### config.mk
export PLATFORM = sky130hd
export DESIGN_NAME = orn_gate_filt
export DESIGN_NICKNAME = d
export VERILOG_FILES = /design/src/rtl/orn_gate_filt.sv
export SDC_FILE = /design/constraint.sdc
export NUM_CORES = 1
export LEC_CHECK = 0
export CAP_MARGIN = 20
export CORE_ASPECT_RATIO = 1.5
export CORE_UTILIZATION = 26
export DETAILED_ROUTE_END_ITERATION = 10
export PLACE_DENSITY = 0.48
export SYNTH_ARGS = -nofsm -noshare
export SYNTH_HDL_FRONTEND = slang
export SYNTH_SLANG_ARGS = --single-unit
### constraint.sdc
create_clock -name CLK -period 1.6 [get_ports CLK]
set_input_delay 0.48 -clock CLK [delete_from_list [all_inputs] [get_ports CLK]]
set_output_delay 0.48 -clock CLK [all_outputs]
set_load 0.01 [all_outputs]
### src/rtl/orn_gate_filt.sv
// orn_gate_filt: registered N-input reduction gate (OR/AND/XOR/NOR) with a
// per-input inversion mask and a consecutive-sample qualification filter.
// Optional feature macro: ORN_GATE_FILT_STICKY_EN
//   defined     -> O_RISE pulse and STICKY flag logic present.
//   not defined -> O_RISE and STICKY tied low, CLR_STICKY ignored.
module orn_gate_filt #(
   parameter int             N        = 4,
   parameter logic [N-1:0]   INV_MASK = {N{1'b1}},
   parameter int             FILTER   = 3
) (
   input  logic         CLK,
   input  logic         RST_N,
   input  logic         CE,
   input  logic [1:0]   MODE,
   input  logic [N-1:0] I,
   output logic         O,
   output logic         O_RISE,
   output logic         STICKY,
   input  logic         CLR_STICKY
);

   // FILTER of 0 and 1 both mean "toggle on the first differing sample".
   localparam int FLT   = (FILTER < 1) ? 1 : FILTER;
   localparam int CNT_W = ($clog2(FILTER + 1) < 1) ? 1 : $clog2(FILTER + 1);
   localparam int CW1   = CNT_W + 1;

   localparam logic [1:0] MODE_OR  = 2'b00;
   localparam logic [1:0] MODE_AND = 2'b01;
   localparam logic [1:0] MODE_XOR = 2'b10;
   localparam logic [1:0] MODE_NOR = 2'b11;

   // Count value at which the pending raw value is committed to O.
   localparam logic [CNT_W:0] CNT_LAST = CW1'(FLT);

   logic [N-1:0]     ireg;
   logic [1:0]       mreg;
   logic             raw;
   logic [CNT_W-1:0] cnt;
   logic [CNT_W-1:0] cnt_nxt;
   logic [CNT_W:0]   cnt_inc;
   logic             o_nxt;

   // Input stage: capture masked inputs and function select when enabled.
   always_ff @(posedge CLK) begin
      // NOTE: sequential state uses non-blocking (<=) so every flop samples
      // pre-edge values regardless of block ordering.
      if (!RST_N) begin
         ireg <= '0;
         mreg <= MODE_OR;
      end else if (CE) begin
         ireg <= I ^ INV_MASK;
         mreg <= MODE;
      end
   end

   // Raw reduction, driven only from registered inputs.
   always_comb begin
      // NOTE: default assignment first so no path leaves raw unassigned
      // (an unassigned path would infer a latch).
      raw = 1'b0;
      case (mreg)
         MODE_OR:  raw = |ireg;
         MODE_AND: raw = &ireg;
         MODE_XOR: raw = ^ireg;
         MODE_NOR: raw = ~|ireg;
         default:  raw = 1'b0;
      endcase
   end

   assign cnt_inc = {1'b0, cnt} + CW1'(1);

   // Qualification: commit raw to O after FLT consecutive differing samples;
   // any agreeing sample discards the accumulated count.
   always_comb begin
      o_nxt   = O;
      cnt_nxt = '0;
      if (raw != O) begin
         if (cnt_inc == CNT_LAST) begin
            o_nxt = raw;
         end else begin
            cnt_nxt = cnt_inc[CNT_W-1:0];
         end
      end
   end

   // Filter state and qualified output register.
   always_ff @(posedge CLK) begin
      if (!RST_N) begin
         cnt <= '0;
         O   <= 1'b0;
      end else begin
         cnt <= cnt_nxt;
         O   <= o_nxt;
      end
   end

`ifdef ORN_GATE_FILT_STICKY_EN
   // Rising-edge pulse and sticky flag; setting beats clearing.
   always_ff @(posedge CLK) begin
      if (!RST_N) begin
         O_RISE <= 1'b0;
         STICKY <= 1'b0;
      end else begin
         O_RISE <= o_nxt & ~O;
         if (O_RISE) begin
            STICKY <= 1'b1;
         end else if (CLR_STICKY) begin
            STICKY <= 1'b0;
         end
      end
   end
`else
   assign O_RISE = 1'b0;
   assign STICKY = 1'b0;
   logic unused_clr_sticky;
   assign unused_clr_sticky = CLR_STICKY;
`endif

endmodule

==> results list, run 1 <==
* Largest buffer count on any clock path: 2
- The share of total power dissipated in the clock network is 0.325.
- Number of diodes added for antenna fixing: 0
* RSZ-0062 raised after global routing: false
- The floorplan has 19 rows.
- For this run, the share of the core covered by cells in the final layout is 0.3554.
* Maximum vdd drop: 0.0003495 V
- Number of vias in the routed layout: roughly 400
- Summed over all nets, the switching power comes to 0.1479 mW.
- Of the post-synthesis cell area, the dominant cell type holds 0.3538.
- The largest total area in the synthesized netlist belongs to sky130_fd_sc_hd__dfxtp_1.
- Maximum number of pins on one net before global-route repair: 11
- The floorplan step defined a die boundary enclosing 2143 um2.
- The worst hold path terminates at ireg[3].
- Once placement finished, the instance area stood at approximately 620 um2.
* Classification of the worst setup path: reg2reg
- In this run the cell area of the synthesized design comes to 509.2 um2.
- Final critical-path required period: 1.423 ns
- Root buffer selected by CTS: sky130_fd_sc_hd__clkbuf_4
* Width of the chip: between 30 and 40 um
- With fillers left out, the area of the finished cells amounts to 650.6 um2.
- Count of placed standard cells including taps: between 80 and 90
- Counting instances, the worst hold path has a depth of 1.
* Number of synthesized flops with an enable pin: 0
- Worst-Skew Late Latency: about 0.27 ns
- The first detailed-routing pass ran for 2 iterations.
- Skew final: about 0.0019 ns
* Number of antenna-violating nets in the routed design: 0
* Synth cell count leaders: sky130_fd_sc_hd__dfxtp_1 (9), sky130_fd_sc_hd__ha_1 (5), sky130_fd_sc_hd__inv_1 (5)
- Biggest fanout along the worst timing path: 3
* Final estimated routing congestion in global placement: slightly above 0.6
- Across all setup checks in the final design, the least slack found is between 0.15 and 0.2 ns.
- Post-Syn Area per Cell: 9.793 um2
- Initial antenna violation count: 0
- Area growth from synthesis to layout: 27.76%
* Busiest metal layer after global routing: met2
* Starting utilization of the core area: 0.2782
* Routed length per placed instance: 11.06 um
* DRC: 0
- Synth area leaders: sky130_fd_sc_hd__dfxtp_1 (35%), sky130_fd_sc_hd__ha_1 (12%), sky130_fd_sc_hd__mux2i_1 (7.9%)
- The number of global-route vias before repair is 403.
- In this run the critical register-to-register path is launched from ireg[0].
* Total area of multi-input combinational cells: between 200 and 300 um2
- After synthesis the netlist holds a flip-flop and latch count of 9.
* Clock H-tree levels: 1
- Port buffering added 9 buffers.
* Seq/Total Area, Yosys: 0.3538
* Count of endpoints failing hold in the final timing report: 0
* Ratio of total power to cell area: 858.8 nW/um2
- In the global route stage, overall resource usage came out at 0.1163.
- Category of the worst setup path capture point: flop
* Count of routing violations after the opening detailed-route iteration: 2
* Number of primary I/O pins: 13
- Sequential share of power: 0.458
- Most frequently used flop master after synthesis: sky130_fd_sc_hd__dfxtp_1
- Met2 global-route usage: 0.1889
* Status: finished clean
* Share of final-layout standard cells stronger than drive strength 1: 0.1385
* CP required: between 1.5 and 2 ns
- Pint: 0.4109 mW
- Setup violations remaining at the end of the flow were counted as 0.
- The netlist uses 20 different library cells.
- Launching element type of the critical path: flop
- After clock tree synthesis, the clock-pin slew on the worst setup and hold paths is approximately 0.060 ns.
* Overall routed net length: between 900 and 1000 um
- For this run, the number of standard cells in the final layout without fillers is 86.
- The tightest min-delay check is of the reg2reg type.
* Most common cell in the netlist: sky130_fd_sc_hd__dfxtp_1
- TritonCTS built the clock tree.
* Standby leakage power: about 0.32 nW
- Dividing the final minimum period by the clock period gives 0.8896.
- Global-route wire length before repair: ~1600 um
- Post-Synthesis Cells: 52
* Count of warnings emitted by yosys: 0
* Capture point of the worst reg-to-reg path: cnt[0]
- The share of total power dissipated in combinational logic is 0.217.
- Via density per instance: roughly 4.7
* Clock sink total: 9
- Share of async-settable or async-resettable flops after synthesis: 0
* Max cap viols: 0
- Reg2reg setup slack: 0.18 ns
* Worst hold start: ireg[3]
- Timing would allow up to 0.7026 GHz.
- After clock tree synthesis, the flow added hold-fix buffers numbering 0.
- Cts bufs inserted: 3
- Fin Setup TNS: 0 ns
- Setup slack at placement: -0.01220 ns
- For this run, global-route usage on met1 was measured as 0.1053.
* Count of final max-slew check failures: 0
- Nets@finish: 81
* Post-detailed-placement half-perimeter wirelength: between 700 and 800 um
* Overflow left after global routing: 0
- Depth of the most critical reg-to-reg path: 5
- Final-layout fill cell count: around 190
- In the global route stage, met3 resource usage came out at 0.03600.
- Data arrives at the worst endpoint at roughly 1.6 ns.
* Floorplan die height: 56.21 um
- Of the total power, the share spent switching nets is 0.2647.
* Sequential cell area: 181.4 um2
- After floorplanning, the core was sized to cover 1831 um2.
cell usage in the layout (no fill, tap or decap), types with 2 or more instances in the layout:
master,count
sky130_fd_sc_hd__dfxtp_1,8
sky130_fd_sc_hd__clkdlybuf4s50_1,8
sky130_fd_sc_hd__inv_1,5
sky130_fd_sc_hd__ha_1,5
sky130_fd_sc_hd__nor2b_1,4
sky130_fd_sc_hd__mux2i_1,4
sky130_fd_sc_hd__nand2_1,4
sky130_fd_sc_hd__o211a_1,4
sky130_fd_sc_hd__clkbuf_4,3
sky130_fd_sc_hd__buf_4,3
sky130_fd_sc_hd__nand3_1,2
sky130_fd_sc_hd__or3_1,2
sky130_fd_sc_hd__conb_1,2
through the flow:
stage / hold WS [ns] / power [mW]
after CTS: 0.5196 / 0.5742
after floorplan: 0.4786 / 0.3455
after detailed placement: 0.5042 / 0.3859
final: 0.5140 / 0.5588
after global placement: 0.4987 / 0.3827
after global routing: 0.5507 / 0.5956
power by group through the flow:
stage	sequential [mW]	clock (mW)	combinational, mW
after global placement	0.261	0	0.122
after CTS	0.256	0.194	0.124
after detailed placement	0.261	0	0.125
after floorplan	0.258	0	0.0872
after global routing	0.259	0.201	0.135
final	0.256	0.182	0.121
registers in the layout (all words and copies together), names as in the netlist:
register,flops
cnt,2
mreg,2
O,1
ireg,4
metal layers:
metal  routed length [um]  up-vias
li1                     -      199
met1                  354      192
met2                  536        6
met3                   33        4
met4                   27        0
met5                    0        -
logic make-up (layout without fill, tap and decap cells):
group / after synthesis / in the layout / share of synthesized area
compound gates: 7 / 7 / 0.1450
xor+xnor: 1 / 1 / 0.01720
fa+ha+maj: 5 / 5 / 0.1229
buf+inv: 9 / 21 / 0.09090
flops: 9 / 9 / 0.3538
mux: 4 / 4 / 0.07863
other cells: 1 / 2 / 0.007364
simple gates: 16 / 16 / 0.1843
worst max-delay path by stage:
stage | startpoint | to | slack (ns) | cells after the start
floorplan | ireg[0] | cnt[0] | 0.31 | 5
global placement | RST_N | cnt[1] | 0.001 | 4
detailed placement | RST_N | cnt[0] | -0.01 | 4
CTS | ireg[0] | cnt[0] | 0.15 | 5
global route | ireg[0] | cnt[0] | 0.09 | 5
finish | ireg[0] | cnt[0] | 0.18 | 5
area by class of cell:
cell class	instances	area share
multi-input cells	35	0.4404
flip-flops and latches	9	0.2788
repair buffers	12	0.1712
clock buffers	4	0.04038
well taps	21	0.04038
inverters	5	0.02885
worst max-delay path, cell delays in order (launching register included):
cell,delay (ns)
sky130_fd_sc_hd__dfxtp_1,0.35
sky130_fd_sc_hd__inv_1,0.05
sky130_fd_sc_hd__ha_1,0.21
sky130_fd_sc_hd__a21o_2,0.22
sky130_fd_sc_hd__a32oi_2,0.30
sky130_fd_sc_hd__mux2i_1,0.22
what timing repair did:
| item | 4_1_cts | 5_1_grt |
|---|---|---|
| buffers inserted | 0 | 0 |
| hold endpoints to repair | 0 | 0 |
| resized for setup | 2 | 0 |
| endpoints found under the setup margin | 1 | 0 |
No activity file was read; power rests on OpenSTA's default activity.
==> inputs of run 2 (changes only) <==
--- a/config.mk
+++ b/config.mk
@@ -5,7 +5,7 @@
 export SDC_FILE = /design/constraint.sdc
 export NUM_CORES = 1
 export LEC_CHECK = 0
-export CAP_MARGIN = 20
+export CAP_MARGIN = 5
 export CORE_ASPECT_RATIO = 1.5
 export CORE_UTILIZATION = 26
 export DETAILED_ROUTE_END_ITERATION = 10
==> results of run 2 <==
No change in the layout: final DEF, timing and power equal those of run 1.
==> inputs of run 3 (changes only) <==
==> config.mk (replaced) <==
export PLATFORM = sky130hd
export DESIGN_NAME = orn_gate_filt
export DESIGN_NICKNAME = d
export VERILOG_FILES = /design/src/rtl/orn_gate_filt.sv
export SDC_FILE = /design/constraint.sdc
export NUM_CORES = 1
export LEC_CHECK = 0
export CAP_MARGIN = 25
export CORE_UTILIZATION = 35
export DETAILED_ROUTE_END_ITERATION = 10
export PLACE_DENSITY = 0.6
export SYNTH_ARGS = -nofsm -noshare
export SYNTH_HDL_FRONTEND = slang
export SYNTH_SLANG_ARGS = --single-unit
export TNS_END_PERCENT = 20
==> results list, run 3 (synthesis gave the netlist of run 1 again) <==
* Status: finished clean
- Ratio of total power to cell area: roughly 860 nW/um2
- Floorplan Core Area: 1334 um2
* Maximum number of pins on one net before global-route repair: 11
* Routed length per placed instance: between 10 and 15 um
- The count of final hold-check violations came to 0.
- Nets@finish: 82
- Tightest Hold Check Type: reg2reg
- Number of antenna-violating nets in the routed design: 0
- Clock-pin slew was measured on the worst setup and hold paths at roughly 0.060 ns.
- Maximum vdd drop: approximately 0.00035 V
- Clock H-tree levels: 1
- Registers with the most flip-flops: ireg x4, cnt x2, mreg x2
- Clock sink total: 9
- Number of buffers added on ports: 9
- Root buffer selected by CTS: sky130_fd_sc_hd__clkbuf_4
- Classification of the worst setup path: reg2reg
* Flip-flop count of the largest register after layout: 4
* Standby leakage power: 0.3207 nW
* Overall routed net length: 833 um
- Number of primary I/O pins: 13
* Count of routing violations after the opening detailed-route iteration: 2
* Worst-Skew Late Latency: between 0.2 and 0.3 ns
- In the global route stage, overall resource usage came out at 0.1331.
* Floorplan die height: roughly 40 um
* Placement Rows: 13
- Clock tree from TritonCTS: done
- The longest clock path from root to sink contains 2 buffers.
* Fin cells: 81
- In the final timing run, aggregate negative setup slack is 0 ns.
* Post-route clock period utilization: 0.8752
- Area growth from synthesis to layout: 27.52%
* Most used cells in the layout excluding fill and tap cells: sky130_fd_sc_hd__dfxtp_1 (9), sky130_fd_sc_hd__clkdlybuf4s50_1 (8), sky130_fd_sc_hd__inv_1 (5), sky130_fd_sc_hd__ha_1 (5)
* Launching element type of the critical path: flop
- Most common cell after layout, fill and taps aside: sky130_fd_sc_hd__dfxtp_1
- Global routing finished with a remaining overflow of 0.
- The congestion estimate from routability-driven global placement came to ~0.59.
- Counting tap cells, the placed design contains a total of just under 80 instances.
* Biggest register: ireg
- The initial antenna violation count was 0.
* Share of final-layout standard cells stronger than drive strength 1: 0.1364
- The clock arrives with 0.001860 ns of skew.
- In the routed design, unresolved DRC markers number 0.
- Final critical-path required period: approximately 1.4 ns
- Data arrives at the worst endpoint at 1.60 ns.
- RSZ-0062 raised after global routing: false
- Sum of internal, switching and leakage power: 0.5580 mW
* 1st-pass router iterations: 4
- Via density per instance: about 4.4
- The number of setup buffers added after CTS is 0.
- The floorplan step defined a die boundary enclosing between 1500 and 2000 um2.
* CP required: 1.80 ns
* Post-Route Hold Slack: a little over 0.5 ns
- Maximum clock frequency: 0.7141 GHz
- For this block, the via count after detailed routing is about 360.
- Setup violations remaining at the end of the flow were counted as 0.
- Category of the worst setup path capture point: flop
- Width of the chip: ~40 um
- Vias in the first global route: 298
- Max-cap violations in this run came to 0.
- Number of diodes added for antenna fixing: 0
- Post-detailed-placement half-perimeter wirelength: 647.6 um
* Cts bufs inserted: 3
* Biggest fanout along the worst timing path: 3
- The initial utilization of the core area, before any placement, comes to 0.3818.
- Global-route wire length before repair: 1269 um
- Count of final max-slew check failures: 0
-- run 3: cell types whose count changed in the layout (fill, tap and decap cells not counted), sizes merged --
cell	change
buf	+1
-- run 3: timing repair --
action	4_1_cts	5_1_grt
endpoints found under the hold margin	0	0
hold buffers	0	0
setup endpoints to repair	1	0
gates resized for setup	1	0
-- run 3: stage by stage --
| stage | area [um2] | setup WS [ns] | util |
|---|---|---|---|
| 2_1_floorplan | 513.0 | 0.3132 | - |
| 3_3_place_gp | 624.3 | 0.03503 | 0.4681 |
| 3_5_place_dp | 624.3 | 0.03567 | 0.4681 |
| 4_1_cts | 649.4 | 0.1665 | 0.4869 |
| 5_1_grt | 649.4 | 0.1054 | 0.4869 |
| 6_report | 649.4 | 0.1997 | 0.4869 |
-- run 3: power breakdown --
part / internal [mW] / switching (mW) / total, mW
clock network: 0.0964 / 0.0837 / 0.180
registers: 0.243 / 0.0119 / 0.255
logic: 0.0728 / 0.0502 / 0.123
-- run 3: layout make-up --
cell class                      count  area (um2)
Fill cell                         126       684.4
Multi-Input combinational cell     35       286.5
Sequential cell                     9       180.2
Timing Repair Buffer               13       118.9
Clock buffer                        4       26.28
Inverter                            5       18.77
Tap cell                           15       18.77
-- run 3: final timing paths --
path | start | endpoint | slack (ns) | depth (start not counted)
worst max register to register | ireg[0] | cnt[1] | 0.20 | 5
worst min register to register | ireg[1] | ireg[1] | 0.51 | 1
worst min-delay path | ireg[1] | ireg[1] | 0.51 | 1
worst max-delay path | ireg[0] | cnt[1] | 0.20 | 5
-- run 3: layer usage --
metal,GRT usage,up-vias,part of all wire
li1,-,202,-
met1,0.1655,142,0.51
met2,0.1573,9,0.40
met3,0.08333,4,0.058
met4,0.1034,0,0.032
met5,0,-,0
-- run 3: worst max-delay path, stage by stage (launching register included) --
cell	delay, ns
sky130_fd_sc_hd__dfxtp_1	0.35
sky130_fd_sc_hd__inv_1	0.05
sky130_fd_sc_hd__ha_1	0.20
sky130_fd_sc_hd__a21o_2	0.21
sky130_fd_sc_hd__a32oi_2	0.30
sky130_fd_sc_hd__mux2i_1	0.22
